===== src/rtl/async_fifo_pkg.sv =====
// async_fifo_pkg: shared width, write-side FSM states and the frame checksum rule
package async_fifo_pkg;
  localparam int DATA_W = 8;
  typedef enum logic {PAYLOAD, TRAILER} state_e;
  function automatic logic [DATA_W-1:0] checksum_next(logic [DATA_W-1:0] acc, logic [DATA_W-1:0] word);
    return acc ^ word;
  endfunction
endpackage


===== src/rtl/async_fifo_frame_writer_if.sv =====
// async_fifo_frame_writer_if: upstream stream plus FIFO write-port signals of the frame writer
interface async_fifo_frame_writer_if #(parameter int DATA_W = 8);
  logic              s_valid_i;
  logic              s_ready_o;
  logic [DATA_W-1:0] s_data_i;
  logic              s_last_i;
  logic              wr_en_o;
  logic [DATA_W-1:0] wr_data_o;
  logic              full_i;
  logic              overflow_i;
  modport master (
    input  s_valid_i, s_data_i, s_last_i, full_i, overflow_i,
    output s_ready_o, wr_en_o, wr_data_o
  );
  modport slave (
    output s_valid_i, s_data_i, s_last_i, full_i, overflow_i,
    input  s_ready_o, wr_en_o, wr_data_o
  );
endinterface


===== src/rtl/fifo_skid_stage.sv =====
// fifo_skid_stage: OUT register plus one-word SKID so a full FIFO never loses or drops a word
module fifo_skid_stage #(
  parameter int W = 9
) (
  input  logic         wr_clk_i,
  input  logic         wr_rst_ni,
  input  logic         in_v,
  input  logic [W-1:0] in_d,
  input  logic         full,
  output logic         out_v,
  output logic [W-1:0] out_d,
  output logic         skid_v
);
  logic [W-1:0] skid_d;
  logic         adv;
  assign adv = !out_v || !full;
  // OUT advances when empty or consumed; SKID catches a word arriving while OUT is stalled
  always_ff @(posedge wr_clk_i or negedge wr_rst_ni) begin
    if (!wr_rst_ni) begin
      out_v  <= 1'b0;
      out_d  <= '0;
      skid_v <= 1'b0;
      skid_d <= '0;
    end else if (adv) begin
      if (skid_v) begin
        out_v  <= 1'b1;
        out_d  <= skid_d;
        skid_v <= in_v;
        if (in_v) skid_d <= in_d;
      end else begin
        out_v <= in_v;
        if (in_v) out_d <= in_d;
      end
    end else if (in_v) begin
      skid_v <= 1'b1;
      skid_d <= in_d;
    end
  end
endmodule


===== src/rtl/async_fifo_frame_writer.sv =====
// async_fifo_frame_writer: frames a valid/ready stream into FIFO writes with an XOR trailer per frame
module async_fifo_frame_writer
  import async_fifo_pkg::*;
#(
  parameter int DATA_W = async_fifo_pkg::DATA_W,
  parameter int CNT_W  = 16
) (
  input  logic                         wr_clk_i,
  input  logic                         wr_rst_ni,
  async_fifo_frame_writer_if.master    bus,
  output logic [CNT_W-1:0]             frame_cnt_o,
  output logic [CNT_W-1:0]             stall_cnt_o,
  output logic                         err_o,
  output logic                         busy_o
);
  state_e            state, state_nx;
  logic [DATA_W-1:0] csum, csum_nx;
  logic              skid_v, accept, inj, in_v;
  logic [DATA_W:0]   in_d, out_d;
  assign bus.s_ready_o = !skid_v && state == PAYLOAD;
  assign accept        = bus.s_valid_i && bus.s_ready_o;
  assign inj           = state == TRAILER && !skid_v;
  assign in_v          = accept || inj;
  assign in_d          = inj ? {1'b1, csum} : {1'b0, bus.s_data_i};
  assign bus.wr_data_o = out_d[DATA_W-1:0];
  assign busy_o        = bus.wr_en_o || skid_v || state == TRAILER;
  fifo_skid_stage #(.W(DATA_W + 1)) u_skid (
    .wr_clk_i (wr_clk_i),
    .wr_rst_ni(wr_rst_ni),
    .in_v     (in_v),
    .in_d     (in_d),
    .full     (bus.full_i),
    .out_v    (bus.wr_en_o),
    .out_d    (out_d),
    .skid_v   (skid_v)
  );
  // Next state: last payload word opens the trailer slot, injecting the trailer closes it
  always_comb begin
    state_nx = inj ? PAYLOAD : (accept && bus.s_last_i) ? TRAILER : state;
    csum_nx  = inj ? '0 : accept ? checksum_next(csum, bus.s_data_i) : csum;
  end
  // FSM state and running checksum registers
  always_ff @(posedge wr_clk_i or negedge wr_rst_ni) begin
    if (!wr_rst_ni) begin
      state <= PAYLOAD;
      csum  <= '0;
    end else begin
      state <= state_nx;
      csum  <= csum_nx;
    end
  end
  // Statistics: frames counted on trailer consumption, stalls saturate, overflow is sticky
  always_ff @(posedge wr_clk_i or negedge wr_rst_ni) begin
    if (!wr_rst_ni) begin
      frame_cnt_o <= '0;
      stall_cnt_o <= '0;
      err_o       <= 1'b0;
    end else begin
      if (bus.wr_en_o && !bus.full_i && out_d[DATA_W]) frame_cnt_o <= frame_cnt_o + 1'b1;
      if (bus.wr_en_o && bus.full_i && stall_cnt_o != '1) stall_cnt_o <= stall_cnt_o + 1'b1;
      if (bus.overflow_i) err_o <= 1'b1;
    end
  end
endmodule


===== src/flat_wrapper.sv =====
// flat-port wrapper written by rule: the top's interface ports become plain ports
module async_fifo_frame_writer_flat import async_fifo_pkg::*;
#(
  parameter int DATA_W = async_fifo_pkg::DATA_W,
  parameter int CNT_W  = 16
)
  (wr_clk_i, wr_rst_ni, frame_cnt_o, stall_cnt_o, err_o, busy_o, bus_s_valid_i, bus_s_data_i, bus_s_last_i, bus_full_i, bus_overflow_i, bus_s_ready_o, bus_wr_en_o, bus_wr_data_o);
  async_fifo_frame_writer_if #(.DATA_W(DATA_W)) bus_i ();
  input  logic wr_clk_i;
  input  logic wr_rst_ni;
  output logic [CNT_W-1:0] frame_cnt_o;
  output logic [CNT_W-1:0] stall_cnt_o;
  output logic err_o;
  output logic busy_o;
  input wire logic [$bits(bus_i.s_valid_i)-1:0] bus_s_valid_i;
  input wire logic [$bits(bus_i.s_data_i)-1:0] bus_s_data_i;
  input wire logic [$bits(bus_i.s_last_i)-1:0] bus_s_last_i;
  input wire logic [$bits(bus_i.full_i)-1:0] bus_full_i;
  input wire logic [$bits(bus_i.overflow_i)-1:0] bus_overflow_i;
  output wire logic [$bits(bus_i.s_ready_o)-1:0] bus_s_ready_o;
  output wire logic [$bits(bus_i.wr_en_o)-1:0] bus_wr_en_o;
  output wire logic [$bits(bus_i.wr_data_o)-1:0] bus_wr_data_o;
  assign bus_i.s_valid_i = bus_s_valid_i;
  assign bus_i.s_data_i = bus_s_data_i;
  assign bus_i.s_last_i = bus_s_last_i;
  assign bus_i.full_i = bus_full_i;
  assign bus_i.overflow_i = bus_overflow_i;
  assign bus_s_ready_o = bus_i.s_ready_o;
  assign bus_wr_en_o = bus_i.wr_en_o;
  assign bus_wr_data_o = bus_i.wr_data_o;
  async_fifo_frame_writer #(.DATA_W(DATA_W), .CNT_W(CNT_W)) u_core (.wr_clk_i(wr_clk_i), .wr_rst_ni(wr_rst_ni), .bus(bus_i), .frame_cnt_o(frame_cnt_o), .stall_cnt_o(stall_cnt_o), .err_o(err_o), .busy_o(busy_o));
endmodule

===== config.mk =====
export PLATFORM = sky130hd
export DESIGN_NAME = async_fifo_frame_writer_flat
export DESIGN_NICKNAME = d
export VERILOG_FILES = /design/src/rtl/async_fifo_pkg.sv /design/src/rtl/async_fifo_frame_writer_if.sv /design/src/rtl/fifo_skid_stage.sv /design/src/rtl/async_fifo_frame_writer.sv /design/src/flat_wrapper.sv
export SDC_FILE = /design/constraint.sdc
export NUM_CORES = 1
export LEC_CHECK = 0
export CORE_MARGIN = 2
export CORE_UTILIZATION = 51
export CTS_CLUSTER_SIZE = 14
export DETAILED_ROUTE_END_ITERATION = 10
export PLACE_DENSITY = 0.84
export SLEW_MARGIN = 20
export SYNTH_ARGS = -nofsm -noshare
export SYNTH_HDL_FRONTEND = slang
export SYNTH_HIERARCHICAL = 1
export SYNTH_SLANG_ARGS = --single-unit

===== constraint.sdc =====
create_clock -name wr_clk_i -period 2.4 [get_ports wr_clk_i]
set_input_delay 0.24 -clock wr_clk_i [delete_from_list [all_inputs] [get_ports wr_clk_i]]
set_output_delay 0.24 -clock wr_clk_i [all_outputs]
set_load 0.03 [all_outputs]

* Yosys cells after proc, flatten, opt, wreduce, memory -nomap -nowiden
Index checks and enable logic that the tools add are counted.
Widths: inputs -> output; s select.
** Word-level totals
- Flip-flop bits (word level) :: 62
** Operators by class
- Reduce and logical (&&, ||, !) cells :: 20
- Multiplexer cells :: 14
- $add $sub $neg :: 2
- Bitwise gates (word level) :: 2
- Equality and inequality tests :: 2
** Operator list (count)
- $mux 9 :: 6
- $add 16x1->16 const B :: 2
- $mux 8 :: 2
- $ne 16x16->1 const B :: 1
- $logic_and 1x1->1 :: 8
- $reduce_bool 2->1 :: 4
- $xor 8x8->8 :: 1
- $mux 1 :: 6
- $logic_or 1x1->1 :: 4
- $logic_not 1->1 :: 3
- $ne 2x2->1 const B :: 1
- $reduce_and 2->1 :: 1
- $not 1->1 :: 1

* Longest topological paths before layout
Gate-level depths: netlist of the first run.
- Depth after elaboration :: 7
- Gate-level depth with buffers :: 7
- Gate-level depth less buffers :: 5

* By module
The synthesis of the first run kept the hierarchy.
** Modules (own cells, without submodules)
- async_fifo_frame_writer :: times used 1, cells an instance 198, area an instance 2090.8 µm², seq. area each 1051.0 µm²
- fifo_skid_stage :: times used 1, cells an instance 63, area an instance 839.6 µm², seq. area each 500.5 µm²

* Worst setup path before layout of the first run
No wires, ideal clock.
- Kind :: reg2reg
- Start point :: register u_core.u_skid.skid_v
- End point :: register u_core.u_skid.out_d[0]
- Setup slack :: 518 ps
- Library setup time :: 83 ps
- Stages on the path, launching flop included :: 8
- Data arrival time :: 1799 ps
- Path through :: dfrtp_1 > clkbuf_1 > buf_1 > nor2_1 > o2bb2ai_2 > buf_2 > nand2_1 > o21ai_0
** On the way
- Longest elaborated chain between the ends :: 6
- Elaborated cells on any way between the ends :: 10
- Classes of those cells :: mux: 3; reduce/logical: 7
** Ends and longest elaborated chain
- start: declaration :: RTL line fifo_skid_stage.sv:12 : output logic skid_v
- start signal: assignment :: RTL line fifo_skid_stage.sv:28 : skid_v <= in_v;
- $logic_not 1->1 (*) :: RTL line async_fifo_frame_writer.sv:20, async_fifo_frame_writer.sv:22
- $logic_and 1x1->1 :: RTL line async_fifo_frame_writer.sv:20 : assign bus.s_ready_o = !skid_v && state == PAYLOAD;
- $logic_and 1x1->1 :: RTL line async_fifo_frame_writer.sv:21 : assign accept = bus.s_valid_i && bus.s_ready_o;
- $logic_or 1x1->1 (*) :: RTL line async_fifo_frame_writer.sv:23 : assign in_v = accept || inj;
- via u_core.in_v :: RTL line async_fifo_frame_writer.sv:18 : logic skid_v, accept, inj, in_v;
- $reduce_bool 2->1 (no source line) (*)
- $reduce_and 2->1 (no source line) (*)
- end signal: assignment :: RTL line fifo_skid_stage.sv:27 : out_d <= skid_d;
- end signal: assignment :: RTL line fifo_skid_stage.sv:32 : if (in_v) out_d <= in_d;
- end: declaration :: RTL line fifo_skid_stage.sv:11 : output logic [W-1:0] out_d,
Mark *: on every way through the listed nets, which the timed path passes. The rest lies on a longest branch. The select of a mux whose other input is x is not followed.
A chain may end at the register's enable or synchronous reset.

* Final worst setup path of the first run
- Start point :: register u_core.state
- End point :: output port busy_o
** On the way
- Longest elaborated chain between the ends :: 1
** Ends and longest elaborated chain
- start: declaration :: RTL line async_fifo_frame_writer.sv:16 : state_e state, state_nx;
- start signal: assignment :: RTL line async_fifo_frame_writer.sv:48 : state <= state_nx;
- $logic_or 1x1->1 :: RTL line async_fifo_frame_writer.sv:26 : assign busy_o = bus.wr_en_o || skid_v || state == TRAILER;
- end: declaration :: RTL line flat_wrapper.sv:14 : output logic busy_o;
No other way between the ends.

==> out/qor.yml, run 1 <==
setup_path:
  critPathArrivalTime_ns: 1.87
  startpoint: "u_core/state"
  critPathMaxFanout: 13
  cp-start-kind: "flop"
  r2r_slack_ns: 0.47
  worstSetupPathType: "reg2out"
  regToRegEndpoint: "u_core/u_skid/out_d[0]"
  cp.required_ns: 2.16
  r2r_start: "u_core/u_skid/skid_v"
  rr_worst_depth: 4
  worstSetupEndpointType: "output pin"
timing:
  slew_viol_final: 0
  setup_viol: 0
  worstMarginPinSlew_ns: 0.6988
  hold_viol: 0
  fin_crit_ns: 2.112
  relSlewSlack_pct: 53.14
  rsz0062_at_grt: "false"
  tns_ns: 0
  post-route-period-util_pct: 87.99
  fmax_mhz: 473.5
  fin_skew_ns: 0.009146
pwr:
  power_frac_seq_pct: 40.9
  power_frac_comb_pct: 40.0
  swShare_pct: 38.88
  leakagePower_nw: 1.615
  switching_power_mw: 1.600
  intPower_mw: 2.516
  cellPowerDensity_mw_per_mm2: 1088
  ir_drop_mv: 0.7250
  power_frac_clock_pct: 19.1
outcome:
  status: "complete, no violations"
cts:
  htreeDepth: 3
  postCtsSetupRepairBufs: 0
  post_cts_resized: 0
  hold_buffers: 1
  clk_pin_slew_ns: 0.07
  numCtsBuffers: 9
  clk_latency_ns: 0.34
  tritoncts: "done"
  cts_buffer_depth: 2
  cts_sinks: 62
  cts-root-buf: "clkbuf_8"
routing:
  remaining_drc_errors: 0
  vias: 2227
  firstDrtPassIters: 4
  totalWireLength_mm: 6.251
  drt-vias-per-instance: 5.512
  drt-initial-drc-count: 93
  ant_nets: 0
  post_drt_wl_per_cell_um: 15.47
synthesis:
  yosysSeqAreaShare_pct: 52.95
  yosys.area.top_type: "dfrtp_1"
  ys_types: 42
  synth_most_common_cell: "dfrtp_1"
  ys_async_sr_fraction_pct: 100.0
  synth_top_area_share_pct: 52.95
  syn_inst: 261
  yosys-top-cells-count: "dfrtp_1, nand2_1, xnor2_1"
  synth.area.top_cells: "dfrtp_1, mux2_2, xnor2_1"
  ys_warn_count: 6
  synth_seq_cells: 62
  synth_edf_count: 0
  synth.cell_area_mm2: 0.002930
  synth.net_count: 277
  syn_avg_cell_area_um2: 11.23
  dominantRegCellSynth: "dfrtp_1"
floorplan:
  initial_core_util_pct: 52.89
  io_pins: 58
  die_width_um: 79.80
  core_area_mm2: 0.005540
  num_rows: 27
  dieArea_mm2: 0.006368
  fp.dieH_um: 79.80
grt:
  antenna_found_initial: 0
  grt_max_degree: 37
  grt_pass1_vias: 2261
  grt.total_usage_pct: 21.77
  grt_overflow: 0
  grt_pass1_wl_mm: 10.64
final_layout:
  nFillCells: 429
  diodes: 0
  final_cell_area_mm2: 0.003782
  drive_gt1_share_pct: 14.76
  fin_nets: 343
  area_growth_pct: 29.08
worst_hold_path:
  hold_class: "in2async"
place:
  dpl_cell_area_mm2: 0.003605
  port_buffers: 57
  place_congestion: 0.8477
  dp_hpwl_mm: 4.359
flow_run:
  drv_cap: 0
through the flow:
step / std cells / utilization, % / hold WS, ns / power (mW) / setup WS [ns]
finish: 404 / 68.27 / 0.4423 / 4.116 / 0.2881
CTS: 404 / 68.27 / 0.4571 / 4.151 / 0.2715
floorplan: 261 / - / -0.05559 / 2.708 / 0.5185
global route: 404 / 68.27 / 0.4823 / 4.363 / 0.2023
global placement: 387 / 65.06 / 0.2840 / 3.268 / 0.5109
detailed placement: 387 / 65.06 / 0.2791 / 3.349 / 0.4541
worst max-delay path by stage:
stage                                   to  cells past startpoint
CTS                                 busy_o                      2
floorplan           u_core/u_skid/out_d[0]                      7
finish                              busy_o                      2
global placement    u_core/stall_cnt_o[14]                      5
global route                        busy_o                      2
detailed placement  u_core/stall_cnt_o[14]                      5
cell families (layout without fill, tap and decap cells):
kind of cell	Yosys count	after routing	synth area share, %
flip-flops	62	62	52.95
buffers and inverters	9	80	1.323
AO/OA/AOI/OAI	27	27	5.423
multiplexers	29	29	10.85
adder cells (fa/ha/maj)	3	3	1.195
AND/OR/NAND/NOR	101	101	19.30
XOR/XNOR	30	30	8.967
per-layer routing:
layer	track usage (%)	up-vias	routed length, µm
li1	-	1059	-
met1	25.44	1097	2603
met2	39.16	62	3302
met3	4.864	9	265
met4	7.627	0	79
met5	0	-	0
flip-flops by register name, indices dropped and copies added (netlist names):
name                  cells
u_core/u_skid/skid_v      1
u_core/u_skid/out_v       1
u_core/stall_cnt_o       16
u_core/u_skid/out_d       9
u_core/frame_cnt_o       16
u_core/state              1
u_core/err_o              1
u_core/csum               8
u_core/u_skid/skid_d      9
cells in the final DEF, fill, tap and decap left out, types with 2 or more instances in the layout:
cell             count
ha_1                 2
and4_1               3
clkbuf_8            10
nand3_1             12
nor3_1              10
xor2_1               8
dfrtp_1             62
and3_1               5
or3_1                3
xnor2_1             22
mux2i_1             10
clkdlybuf4s50_1     56
mux2_2              18
nor4_1               4
clkinv_2             3
nand4_1              7
nand2_1             38
nor2_1               4
clkbuf_1             2
buf_4                5
o21ai_0             16
a21oi_1              7
power groups by stage:
stage	clock, mW	sequential (mW)	combinational [mW]
after floorplan	0	1.94	0.772
after detailed placement	0	1.70	1.65
after CTS	0.805	1.68	1.66
after global routing	0.855	1.74	1.77
after global placement	0	1.67	1.60
final	0.786	1.68	1.65
critical path, stage by stage, from the launching register on:
cell             delay (ns)
dfrtp_1                0.53
or3_1                  0.41
clkdlybuf4s50_1        0.60
final cells by class:
class | instances | area, µm² | share of cell area, %
Multi-Input combinational cell | 190 | 1340 | 35.43
Tap cell | 72 | 90.09 | 2.382
Sequential cell | 62 | 1551 | 41.02
Clock buffer | 12 | 145.1 | 3.837
Timing Repair Buffer | 64 | 633.1 | 16.74
Clock inverter | 4 | 22.52 | 0.5954
Note: power is estimated with default switching activity, not from simulation.
==> run 2: changes to the inputs <==
- CORE_MARGIN: 2 -> 3
- PLACE_DENSITY: 0.84 -> 0.79
- SKIP_LAST_GASP: default -> 1
==> out/qor.yml, run 2 (synthesized netlist as in run 1, its figures left out) <==
outcome:
  status: "complete, no violations"
cts:
  numCtsBuffers: 9
  cts_sinks: 62
  clk_pin_slew_ns: 0.07
  htreeDepth: 3
  tritoncts: "done"
  cts_buffer_depth: 2
  post_cts_resized: 0
  clk_latency_ns: 0.33
  cts-root-buf: "clkbuf_8"
  postCtsSetupRepairBufs: 0
place:
  port_buffers: 57
  dpl_cell_area_mm2: 0.003595
  dp_hpwl_mm: 4.114
  place_congestion: 0.8383
setup_path:
  cpPeakStageDelay_ns: 0.60
  cp.required_ns: 2.16
  crit_slowest_cell: "clkdlybuf4s50_1"
  critPathArrivalTime_ns: 1.88
  r2r_start: "u_core/u_skid/skid_v"
  worstSetupEndpointType: "output pin"
  cp-start-kind: "flop"
  worstSetupPathType: "reg2out"
  crit_family: "buffers and inverters"
  path_cells: "or3_1 > clkdlybuf4s50_1"
  startpoint: "u_core/u_skid/skid_v"
  critPathMaxFanout: 13
  crit_buf_inv: 1
floorplan:
  num_rows: 26
  fp.dieH_um: 81.80
  io_pins: 58
  dieArea_mm2: 0.006691
  initial_core_util_pct: 54.92
  die_width_um: 81.80
  core_area_mm2: 0.005335
pwr:
  cellPowerDensity_mw_per_mm2: 1117
  total_power_mw: 4.270
  leakagePower_nw: 1.639
  ir_drop_mv: 0.9730
timing:
  tns_ns: 0
  fmax_mhz: 471.5
  hold_viol: 0
  worstMarginPinSlew_ns: 0.7332
  rsz0062_at_grt: "false"
  holdWs_ns: 0.4309
  post-route-period-util_pct: 88.36
  relSlewSlack_pct: 50.83
  setup_viol: 0
  fin_skew_ns: 0.005401
  fin_crit_ns: 2.121
  slew_viol_final: 0
grt:
  grt_max_degree: 40
  grt.total_usage_pct: 19.42
  antenna_found_initial: 0
  grt_pass1_vias: 2129
  grt_overflow: 0
  grt_pass1_wl_mm: 9.984
final_layout:
  drive_gt1_share_pct: 15.11
  nFillCells: 380
  multi_input_comb_area_mm2: 0.001340
  diodes: 0
  final_common_cell: "dfrtp_1"
  fin_nets: 342
  final_cell_area_mm2: 0.003824
  area_growth_pct: 30.49
  regArea_mm2: 0.001551
  reg.largest.list: "u_core/frame_cnt_o (16), u_core/stall_cnt_o (16)"
  final_cell_mix: "dfrtp_1, clkdlybuf4s50_1, nand2_1, xnor2_1, mux2_2"
routing:
  totalWireLength_mm: 5.760
  remaining_drc_errors: 0
  ant_nets: 0
  firstDrtPassIters: 5
  drt-initial-drc-count: 87
  vias: 2206
  post_drt_wl_per_cell_um: 14.36
  drt-vias-per-instance: 5.501
flow_run:
  drv_cap: 0
worst_hold_path:
  hold_class: "in2async"
## run 2: cell types whose count changed in the layout (fill, tap and decap cells not counted), sizes merged
cell / before / now
buf: 7 / 6
bufinv: 0 / 1
clkbuf: 12 / 13
clkinv: 3 / 2
clkinvlp: 1 / 0
## run 2: layer usage
metal	routed length [µm]	vias to the layer above	global-route usage (%)
li1	-	1055	-
met1	2733	1071	27.58
met2	2608	73	29.00
met3	372	7	4.276
met4	47	0	7.641
met5	0	-	0
## run 2: area by class of cell
type,count,area share (%)
Clock buffer,13,4.679
Tap cell,70,2.291
Sequential cell,62,40.58
Multi-Input combinational cell,190,35.05
Timing Repair Buffer,63,16.36
Clock inverter,3,1.047
## run 2: worst reg2reg max path: stages (launching register included)
cell and delay, ns:
dfrtp_1 0.54, nor2b_1 0.39, buf_4 0.24, mux2_2 0.35, mux2i_1 0.15, o21ai_0 0.10
## run 2: per-stage QoR
step	util [%]	instances	setup WS, ns
5_1_grt	71.67	401	0.1947
4_1_cts	71.67	401	0.2628
6_report	71.67	401	0.2793
2_1_floorplan	-	261	0.5185
3_3_place_gp	67.38	384	0.5057
3_5_place_dp	67.38	384	0.4470
## run 2: timing repair
action | CTS | global route
endpoints found under the hold margin | 23 | 0
hold buffers | 1 | 0
setup endpoints to repair | 0 | 0
## run 2: path summary, 6_finish.rpt
check	slack, ns	cells after the start	endpoint
max in group asynchronous	1.37	3	u_core/u_skid/skid_d[2]
worst min register to register	0.47	1	u_core/frame_cnt_o[15]
worst min-delay path	0.43	2	u_core/stall_cnt_o[6]
worst max register to register	0.48	5	u_core/u_skid/out_d[0]
min in group wr_clk_i	0.47	1	u_core/frame_cnt_o[15]
worst max-delay path	0.28	2	busy_o
## run 2: power by group
part	switching [mW]	total, mW	leakage (nW)	internal, mW
registers	0.310	1.68	0.794	1.37
clock network	0.387	0.976	0.115	0.590
logic	0.874	1.62	0.729	0.742
